## config.mk

```make
export PLATFORM = sky130hd
export DESIGN_NAME = total_exponent_pipe_flat
export DESIGN_NICKNAME = d
export VERILOG_FILES = /design/src/rtl/total_exponent_pipe_pkg.sv /design/src/rtl/total_exponent_pipe_if.sv /design/src/rtl/total_exponent_pipe_reg.sv /design/src/rtl/total_exponent_pipe.sv /design/src/flat_wrapper.sv
export SDC_FILE = /design/constraint.sdc
export NUM_CORES = 1
export LEC_CHECK = 0
export ABC_AREA = 1
export CORE_MARGIN = 2
export CORE_UTILIZATION = 49
export CTS_BUF_LIST = sky130_fd_sc_hd__clkbuf_8
export CTS_CLUSTER_SIZE = 10
export DETAILED_ROUTE_END_ITERATION = 10
export PLACE_DENSITY = 0.73
export SYNTH_ARGS = -nofsm -noshare
export SYNTH_HDL_FRONTEND = slang
export SYNTH_SLANG_ARGS = --single-unit
```

## constraint.sdc

```tcl
create_clock -name clk_i -period 2.55 [get_ports clk_i]
set_input_delay 0.51 -clock clk_i [delete_from_list [all_inputs] [get_ports clk_i]]
set_output_delay 0.51 -clock clk_i [all_outputs]
set_load 0.01 [all_outputs]
```

## src/rtl/total_exponent_pipe_pkg.sv

```systemverilog
// Shared types and width helpers for the total-exponent pipeline.
// Width helpers derive K_W/TE_W/ES_W from the posit parameters.
package total_exponent_pipe_pkg;

  function automatic int unsigned k_w(int unsigned n);
    return $clog2(n) + 1;
  endfunction

  function automatic int unsigned te_w(int unsigned n, int unsigned es_max);
    return k_w(n) + es_max;
  endfunction

  // One spare bit so an out-of-range es can actually be presented and flagged.
  function automatic int unsigned es_w(int unsigned es_max);
    return $clog2(es_max + 1) + 1;
  endfunction

  typedef enum logic {
    TE_COMPOSE   = 1'b0,
    TE_DECOMPOSE = 1'b1
  } te_mode_t;

  localparam int unsigned PpuN     = 16;
  localparam int unsigned PpuEsMax = 3;
  localparam int unsigned PpuTagW  = 4;
  localparam int unsigned PpuKW    = k_w(PpuN);
  localparam int unsigned PpuTeW   = te_w(PpuN, PpuEsMax);
  localparam int unsigned PpuEsW   = es_w(PpuEsMax);

  // Transaction records for the default datapath configuration.
  typedef struct packed {
    te_mode_t              mode;
    logic [PpuEsW-1:0]     es;
    logic [PpuKW-1:0]      k;
    logic [PpuEsMax-1:0]   exp;
    logic [PpuTeW-1:0]     te;
    logic [PpuTagW-1:0]    tag;
  } te_req_t;

  typedef struct packed {
    logic [PpuTeW-1:0]     te;
    logic [PpuKW-1:0]      k;
    logic [PpuEsMax-1:0]   exp;
    logic                  ovf;
    logic                  esbad;
    logic [PpuTagW-1:0]    tag;
  } te_rsp_t;

endpackage

```

## src/rtl/total_exponent_pipe_if.sv

```systemverilog
// Request/response valid-ready bundle of the total-exponent pipeline.
// master = producer/consumer side, slave = the pipeline itself.
interface total_exponent_pipe_if
  import total_exponent_pipe_pkg::*;
#(
  parameter int unsigned N      = 16,
  parameter int unsigned ES_MAX = 3,
  parameter int unsigned TAG_W  = 4
) ();

  localparam int unsigned K_W  = k_w(N);
  localparam int unsigned TE_W = te_w(N, ES_MAX);
  localparam int unsigned ES_W = es_w(ES_MAX);

  logic              in_valid_i;
  logic              in_ready_o;
  logic              mode_i;
  logic [ES_W-1:0]   es_i;
  logic [K_W-1:0]    k_i;
  logic [ES_MAX-1:0] exp_i;
  logic [TE_W-1:0]   te_i;
  logic [TAG_W-1:0]  tag_i;
  logic              out_valid_o;
  logic              out_ready_i;
  logic [TE_W-1:0]   te_o;
  logic [K_W-1:0]    k_o;
  logic [ES_MAX-1:0] exp_o;
  logic              ovf_o;
  logic              esbad_o;
  logic [TAG_W-1:0]  tag_o;

  modport master (
    output in_valid_i, mode_i, es_i, k_i, exp_i, te_i, tag_i, out_ready_i,
    input  in_ready_o, out_valid_o, te_o, k_o, exp_o, ovf_o, esbad_o, tag_o
  );

  modport slave (
    input  in_valid_i, mode_i, es_i, k_i, exp_i, te_i, tag_i, out_ready_i,
    output in_ready_o, out_valid_o, te_o, k_o, exp_o, ovf_o, esbad_o, tag_o
  );

endinterface

```

## src/rtl/total_exponent_pipe_reg.sv

```systemverilog
// Valid/ready register slice with async reset and synchronous flush.
// A flush always reports ready so upstream never stalls on a dying pipe.
module te_pipe_reg #(
  parameter int unsigned Width = 8
) (
  input  logic             clk_i,
  input  logic             rst_ni,
  input  logic             flush_i,
  input  logic             valid_i,
  output logic             ready_o,
  input  logic [Width-1:0] data_i,
  output logic             valid_o,
  input  logic             ready_i,
  output logic [Width-1:0] data_o
);

  logic             r_valid;
  logic [Width-1:0] r_data;

  assign ready_o = flush_i || !r_valid || ready_i;
  assign valid_o = r_valid;
  assign data_o  = r_data;

  always_ff @(posedge clk_i or negedge rst_ni) begin
    if (!rst_ni) begin
      r_valid <= 1'b0;
      r_data  <= '0;
    end else if (flush_i) begin
      r_valid <= 1'b0;
    end else if (ready_o) begin
      r_valid <= valid_i;
      if (valid_i) r_data <= data_i;
    end
  end

endmodule

```

## src/rtl/total_exponent_pipe.sv

```systemverilog
// Two-stage runtime-es total-exponent unit: compose te = k*2^es + exp,
// decompose te -> (k, exp) with k saturation. S1 captures/masks, S2 computes.
module total_exponent_pipe
  import total_exponent_pipe_pkg::*;
#(
  parameter int unsigned N      = 16,
  parameter int unsigned ES_MAX = 3,
  parameter int unsigned TAG_W  = 4
) (
  input logic                  clk_i,
  input logic                  rst_ni,
  input logic                  flush_i,
  total_exponent_pipe_if.slave bus
);

  localparam int unsigned K_W  = k_w(N);
  localparam int unsigned TE_W = te_w(N, ES_MAX);
  localparam int unsigned ES_W = es_w(ES_MAX);

  localparam logic signed [TE_W-1:0] KMax = TE_W'((2 ** (K_W - 1)) - 1);
  localparam logic signed [TE_W-1:0] KMin = ~KMax;

  typedef struct packed {
    te_mode_t          mode;
    logic [ES_W-1:0]   es;
    logic              esbad;
    logic [ES_MAX-1:0] mask;
    logic [K_W-1:0]    k;
    logic [ES_MAX-1:0] exp;
    logic [TE_W-1:0]   te;
    logic [TAG_W-1:0]  tag;
  } s1_t;

  typedef struct packed {
    logic [TE_W-1:0]   te;
    logic [K_W-1:0]    k;
    logic [ES_MAX-1:0] exp;
    logic              ovf;
    logic              esbad;
    logic [TAG_W-1:0]  tag;
  } s2_t;

  logic              w_esbad;
  logic [ES_W-1:0]   w_es;
  logic [ES_MAX-1:0] w_mask;
  s1_t               w_s1_in, w_s1_out;
  logic              w_s1_valid, w_s2_ready, w_s2_valid;
  s2_t               w_s2_in, w_s2_out;

  assign w_esbad = bus.es_i > ES_W'(ES_MAX);
  assign w_es    = w_esbad ? ES_W'(ES_MAX) : bus.es_i;

  always_comb begin
    w_mask = '0;
    for (int i = 0; i < int'(ES_MAX); i++) w_mask[i] = (i < int'(w_es));
  end

  always_comb begin
    w_s1_in       = '0;
    w_s1_in.mode  = te_mode_t'(bus.mode_i);
    w_s1_in.es    = w_es;
    w_s1_in.esbad = w_esbad;
    w_s1_in.mask  = w_mask;
    w_s1_in.k     = bus.k_i;
    w_s1_in.exp   = bus.exp_i & w_mask;
    w_s1_in.te    = bus.te_i;
    w_s1_in.tag   = bus.tag_i;
  end

  te_pipe_reg #(.Width($bits(s1_t))) u_s1 (
    .clk_i   (clk_i),
    .rst_ni  (rst_ni),
    .flush_i (flush_i),
    .valid_i (bus.in_valid_i),
    .ready_o (bus.in_ready_o),
    .data_i  (w_s1_in),
    .valid_o (w_s1_valid),
    .ready_i (w_s2_ready),
    .data_o  (w_s1_out)
  );

  logic [TE_W-1:0]        w_k_ext;
  logic [TE_W-1:0]        w_compose;
  logic signed [TE_W-1:0] w_kf;

  assign w_k_ext   = {{ES_MAX{w_s1_out.k[K_W-1]}}, w_s1_out.k};
  assign w_compose = (w_k_ext << w_s1_out.es) + {{K_W{1'b0}}, w_s1_out.exp};
  assign w_kf      = $signed(w_s1_out.te) >>> w_s1_out.es;

  always_comb begin
    w_s2_in       = '0;
    w_s2_in.esbad = w_s1_out.esbad;
    w_s2_in.tag   = w_s1_out.tag;
    if (w_s1_out.mode == TE_COMPOSE) begin
      w_s2_in.te = w_compose;
    end else if (w_kf > KMax) begin
      w_s2_in.k   = KMax[K_W-1:0];
      w_s2_in.exp = w_s1_out.mask;
      w_s2_in.ovf = 1'b1;
    end else if (w_kf < KMin) begin
      w_s2_in.k   = KMin[K_W-1:0];
      w_s2_in.ovf = 1'b1;
    end else begin
      w_s2_in.k   = w_kf[K_W-1:0];
      w_s2_in.exp = w_s1_out.te[ES_MAX-1:0] & w_s1_out.mask;
    end
  end

  te_pipe_reg #(.Width($bits(s2_t))) u_s2 (
    .clk_i   (clk_i),
    .rst_ni  (rst_ni),
    .flush_i (flush_i),
    .valid_i (w_s1_valid),
    .ready_o (w_s2_ready),
    .data_i  (w_s2_in),
    .valid_o (w_s2_valid),
    .ready_i (bus.out_ready_i),
    .data_o  (w_s2_out)
  );

  assign bus.out_valid_o = w_s2_valid;
  assign bus.te_o        = w_s2_out.te;
  assign bus.k_o         = w_s2_out.k;
  assign bus.exp_o       = w_s2_out.exp;
  assign bus.ovf_o       = w_s2_out.ovf;
  assign bus.esbad_o     = w_s2_out.esbad;
  assign bus.tag_o       = w_s2_out.tag;

endmodule

```

## src/flat_wrapper.sv

```systemverilog
// flat-port wrapper written by rule: the top's interface ports become plain ports
module total_exponent_pipe_flat import total_exponent_pipe_pkg::*;
#(
  parameter int unsigned N      = 16,
  parameter int unsigned ES_MAX = 3,
  parameter int unsigned TAG_W  = 4
)
  (clk_i, rst_ni, flush_i, bus_in_valid_i, bus_mode_i, bus_es_i, bus_k_i, bus_exp_i, bus_te_i, bus_tag_i, bus_out_ready_i, bus_in_ready_o, bus_out_valid_o, bus_te_o, bus_k_o, bus_exp_o, bus_ovf_o, bus_esbad_o, bus_tag_o);
  total_exponent_pipe_if #(.N(N), .ES_MAX(ES_MAX), .TAG_W(TAG_W)) bus_i ();
  input logic clk_i;
  input logic rst_ni;
  input logic flush_i;
  input wire logic [$bits(bus_i.in_valid_i)-1:0] bus_in_valid_i;
  input wire logic [$bits(bus_i.mode_i)-1:0] bus_mode_i;
  input wire logic [$bits(bus_i.es_i)-1:0] bus_es_i;
  input wire logic [$bits(bus_i.k_i)-1:0] bus_k_i;
  input wire logic [$bits(bus_i.exp_i)-1:0] bus_exp_i;
  input wire logic [$bits(bus_i.te_i)-1:0] bus_te_i;
  input wire logic [$bits(bus_i.tag_i)-1:0] bus_tag_i;
  input wire logic [$bits(bus_i.out_ready_i)-1:0] bus_out_ready_i;
  output wire logic [$bits(bus_i.in_ready_o)-1:0] bus_in_ready_o;
  output wire logic [$bits(bus_i.out_valid_o)-1:0] bus_out_valid_o;
  output wire logic [$bits(bus_i.te_o)-1:0] bus_te_o;
  output wire logic [$bits(bus_i.k_o)-1:0] bus_k_o;
  output wire logic [$bits(bus_i.exp_o)-1:0] bus_exp_o;
  output wire logic [$bits(bus_i.ovf_o)-1:0] bus_ovf_o;
  output wire logic [$bits(bus_i.esbad_o)-1:0] bus_esbad_o;
  output wire logic [$bits(bus_i.tag_o)-1:0] bus_tag_o;
  assign bus_i.in_valid_i = bus_in_valid_i;
  assign bus_i.mode_i = bus_mode_i;
  assign bus_i.es_i = bus_es_i;
  assign bus_i.k_i = bus_k_i;
  assign bus_i.exp_i = bus_exp_i;
  assign bus_i.te_i = bus_te_i;
  assign bus_i.tag_i = bus_tag_i;
  assign bus_i.out_ready_i = bus_out_ready_i;
  assign bus_in_ready_o = bus_i.in_ready_o;
  assign bus_out_valid_o = bus_i.out_valid_o;
  assign bus_te_o = bus_i.te_o;
  assign bus_k_o = bus_i.k_o;
  assign bus_exp_o = bus_i.exp_o;
  assign bus_ovf_o = bus_i.ovf_o;
  assign bus_esbad_o = bus_i.esbad_o;
  assign bus_tag_o = bus_i.tag_o;
  total_exponent_pipe #(.N(N), .ES_MAX(ES_MAX), .TAG_W(TAG_W)) u_core (.clk_i(clk_i), .rst_ni(rst_ni), .flush_i(flush_i), .bus(bus_i));
endmodule
```

Word-level counts from Yosys, hierarchy flattened
Cells that the tools add are included.

word-level totals
  input bits = 29
  register bits = 52

operators by class
  bitwise logic cells = 3
  reductions and logical operators = 10
  order comparisons = 6
  shift-type cells = 2
  mux-type cells = 11
  $add $sub $neg = 1

operators with widths
  operator                                                       count
  two-way mux 9 bit                                              2
  adder 8 x 3 -> 8 bit                                           1
  greater-than comparator 8 x 5 -> 1 bit, second input constant  1
  less-than comparator 8 x 5 -> 1 bit, second input constant     1
  two-way mux 8 bit                                              1
  left shift 8 x 3 -> 8 bit                                      1
  >>> shifter 8 x 3 -> 8 bit                                     1
  AND 3 bit                                                      2
  less-than comparator 1 x 3 -> 1 bit, first input constant      2
  two-way mux 3 bit                                              2
  AND reduction 3 bit                                            2
  two-way mux 1 bit                                              5
  two-way mux 5 bit                                              1
  logical OR 1 bit                                               4
  nonzero test 2 bit                                             2
  greater-than comparator 3 x 2 -> 1 bit, second input constant  1
  less-than comparator 2 x 3 -> 1 bit, first input constant      1
  logical NOT 1 bit                                              2
  inverter 1 bit                                                 1

Logic depth before layout (Yosys ltp)
  depth in word-level cells = 6
  gate-level depth with buffers = 15
  gate-level depth less buffers = 14

By module
From an unflattened synthesis, not the netlist that was laid out.

second synthesis, totals
  cells, all modules = 407
  area total of the unflattened synthesis = 2992.9 µm²

by module, submodules not included
  module                     sequential area each (µm²)  times used  cells each  area each (µm²)
  te_pipe_reg (u_core.u_s1)  725.7                       1           129         1206.2
  te_pipe_reg (u_core.u_s2)  575.6                       1           102         940.9
  total_exponent_pipe        0.0                         1           176         845.8

Least setup slack after synthesis
Ideal clock, no wire load.

  path kind = register to register
  from = register u_core.u_s1.r_data[24] (netlist: u_core.u_s1.data_o[24])
  to = register u_core.u_s2.r_data[21] (netlist: u_core.u_s2.data_o[21])
  path buffers = 2
  arrival time = 1819 ps
  stages on the path, launching flop included = 15
  path slack = 614 ps
  cells stage by stage = dfrtp_1 > buf_6 > buf_8 > nand2_2 > nand3_2 > nor2_1 > ha_1 > nand2_1 > nand2_1 > a21oi_1 > nor2_4 > nand3_1 > nand2_1 > nand3_1 > nand2_1

between the ends
  longest elaborated chain between the ends = 3

RTL lines
  item                       line                           source
  start, declared            total_exponent_pipe_reg.sv:18  logic [Width-1:0] r_data;
  start signal, assigned     total_exponent_pipe_reg.sv:32  if (valid_i) r_data <= data_i;
  left shift 8 x 3 -> 8 bit  total_exponent_pipe.sv:87      assign w_compose = (w_k_ext << w_s1_out.es) + {{K_W{1'b0}}, w_s1_out.exp};
  adder 8 x 3 -> 8 bit       total_exponent_pipe.sv:87
  two-way mux 8 bit          total_exponent_pipe.sv:94      if (w_s1_out.mode == TE_COMPOSE) begin
  end signal, assigned       total_exponent_pipe_reg.sv:32
  end, declared              total_exponent_pipe_reg.sv:18

Every way passes these cells.
A chain may end at the register's enable or synchronous reset.

Worst setup path after layout
  from = input port flush_i
  to = output port bus_in_ready_o

between the ends
  longest elaborated chain between the ends = 3

RTL lines
  item                            line                           source
  start, declared                 flat_wrapper.sv:12             input logic flush_i;
  logical OR 1 bit (2 in series)  total_exponent_pipe_reg.sv:20  assign ready_o = flush_i || !r_valid || ready_i;
  logical OR 1 bit *              total_exponent_pipe_reg.sv:20
  end, declared                   flat_wrapper.sv:21             output wire logic [$bits(bus_i.in_ready_o)-1:0] bus_in_ready_o;

Mark *: on every way between the ends. The rest lies on a longest branch, timed or not.

==> impl_metrics.env <==
export IMPL_setup_viol=0
export IMPL_fin_crit_sh=0.8804
export IMPL_synth_cells_most_frequent="128 x nand2_1, 52 x dfrtp_1, 33 x inv_1"
export IMPL_io_buffers=52
export IMPL_yosysTopAreaCell="dfrtp_1"
export IMPL_via_per_inst=4.975
export IMPL_core_area_mm2=0.005507
export IMPL_ant_nets=0
export IMPL_status="finished clean"
export IMPL_ys_warn_count=0
export IMPL_grt_max_degree=40
export IMPL_gr_total_overflow=0
export IMPL_slew_violations=0
export IMPL_syn_to_final_growth_pct=25.27
export IMPL_cts_htree_levels=2
export IMPL_final_instance_count_excl_fill=477
export IMPL_rsz0062_at_grt="no"
export IMPL_period_needed_ns=2.245
export IMPL_place_inst=469
export IMPL_cts_resized=0
export IMPL_num_io_pins=53
export IMPL_clockRootBuffer="clkbuf_8"
export IMPL_cts_tree="built"
export IMPL_synth_seq_cells=52
export IMPL_ys_seq_area_frac=0.4635
export IMPL_critPathMaxFanout=3
export IMPL_syn_inst=351
export IMPL_grt_util_all_layers=0.1969
export IMPL_synth_edff_count=0
export IMPL_reg2reg_to="u_core.u_s2.data_o[21]"
export IMPL_path_clk_slew_ns=0.09
export IMPL_rows=27
export IMPL_insertion_delay_ns=0.30
export IMPL_synth_cell_type_count=34
export IMPL_wl_per_cell_um=12.05
export IMPL_end_kind="output port"
export IMPL_ys_top_cells_by_area="dfrtp_1 46%, nand2_1 17%, o21ai_0 4.8%, inv_1 4.4%, nand3_1 4.1%"
export IMPL_initial_core_util=0.5099
export IMPL_num_antenna_cells=0
export IMPL_antenna_found_initial=0
export IMPL_wirelength_um=5748
export IMPL_clock_sinks=52
export IMPL_nNetsFinal=437
export IMPL_ir_worst_vdd_mv=0.3603
export IMPL_drc=0
export IMPL_drive_gt1_frac=0.1235
export IMPL_cp_required_ns=2.04
export IMPL_ys_async_sr_fraction=1.000
export IMPL_r2r_setup_slack_ns=0.33
export IMPL_hp_class="in2async"
export IMPL_drv_cap=0
export IMPL_fmax_ghz=0.4454
export IMPL_vias=2373
export IMPL_r2r_start="u_core.u_s1.data_o[24]"
export IMPL_dp_final_hpwl_um=4451
export IMPL_pwr_density_cell_mw_per_mm2=689.6
export IMPL_drt_iter0_drc=144
export IMPL_hold_violations=0
export IMPL_synth_nets=384
export IMPL_criticalPathCategory="in2out"
export IMPL_netlist_area_mm2=0.002808
export IMPL_hold_buffers=0
export IMPL_postSynthAreaPerCell_um2=7.999
export IMPL_maxSlewHeadroom=0.6162
export IMPL_tightest_slew_ns=0.5757
export IMPL_yosys_most_used_dff="dfrtp_1"
export IMPL_yosysMostFrequentCell="nand2_1"
export IMPL_dieArea_mm2=0.006351
export IMPL_startpoint_type="input pin"
export IMPL_die_h_um=79.70
export IMPL_leakage_uw=0.001717
export IMPL_arrival_ns=1.73
export IMPL_grt_pass1_wl_um=9804
export IMPL_cts_made_buffers=5
export IMPL_finalSetupTns_ns=0
export IMPL_die_x_um=79.70
export IMPL_worst_r2r_cell_count=13
export IMPL_worst_clock_skew_ns=0.006814
export IMPL_yosysTopAreaCellShare=0.4635
export IMPL_cts_path_max_buffers=2
export IMPL_grt_pass1_vias=2237
export IMPL_cts_setup_buffers=0
export IMPL_drt_pass1_iter_count=4
export IMPL_gp_congestion=0.8673
worst max-delay path by stage:
stage,cells after the start,start,to
5_1_grt,13,u_core.u_s1.data_o[24],u_core.u_s2.data_o[21]
2_1_floorplan,14,u_core.u_s1.data_o[24],u_core.u_s2.data_o[21]
3_5_place_dp,4,flush_i,bus_in_ready_o
3_3_place_gp,4,flush_i,bus_in_ready_o
6_report,4,flush_i,bus_in_ready_o
4_1_cts,4,flush_i,bus_in_ready_o
cell type report:
class                      instances  area, um2
timing repair buffer              59      593.1
multi-input combinational        249       1265
clock inverter                     1      30.03
clock buffer                       7      96.34
sequential                        52       1301
fill                             479       1989
inverter                          37      141.4
tap                               72      90.09
cell families (layout without fill, tap and decap cells):
family	Yosys count	after routing	share of synthesized area
AO/OA/AOI/OAI	49	49	0.09581
adder cells (fa/ha/maj)	4	4	0.02050
buffers and inverters	50	104	0.08600
flip-flops	52	52	0.4635
multiplexers	1	1	0.004010
AND/OR/NAND/NOR	195	195	0.3302
sequential cells by signal (all words and copies together) (netlist names):
| signal | flops |
|---|---|
| u_core.u_s1.data_o | 28 |
| u_core.u_s1.valid_o | 1 |
| u_core.u_s2.valid_o | 1 |
| u_core.u_s2.data_o | 22 |
power by group:
part / leakage (uW) / internal (uW) / switching [uW]
clock: 0.0000645 / 346 / 259
combinational: 0.000993 / 366 / 398
sequential: 0.000659 / 965 / 92.1
total: 0.00172 / 1680 / 749
per-stage QoR:
step                total power (uW)  setup slack [ns]  area, um2  utilization  hold slack [ns]
floorplan                       1523            0.6141       2808            -           0.2144
global placement                1828            0.3214       3391       0.6158           0.4638
detailed placement              1842            0.2990       3391       0.6158           0.4654
CTS                             2448            0.2943       3517       0.6387           0.2183
global route                    2579           0.06330       3517       0.6387           0.2406
finish                          2425            0.3051       3517       0.6387           0.1895
metal layers:
layer / global-route usage / wire length [um]
met1: 0.2796 / 2793
met2: 0.3059 / 2593
met3: 0.02489 / 265
met4: 0.08103 / 96
met5: 0 / 0
worst max-delay path, stage by stage:
cell and delay (ns):
clkdlybuf4s50_1 0.50, nor2_1 0.07, nand2_1 0.11, clkdlybuf4s50_1 0.55
layout by cell type (no fill, tap or decap), drive strengths merged:
cell type / instances
nand2: 138
dfrtp: 52
clkdlybuf4s50: 51
inv: 37
o21ai: 34
nand3: 30
nor2: 20
a21oi: 8
buf: 8
clkbuf: 7
nand4: 4
a22o: 3
ha: 3
o211ai: 2
and3: 1
or2: 1
a32o: 1
and2: 1
a22oi: 1
mux2: 1
fa: 1
bufinv: 1
(Power assumes the default switching activity.)
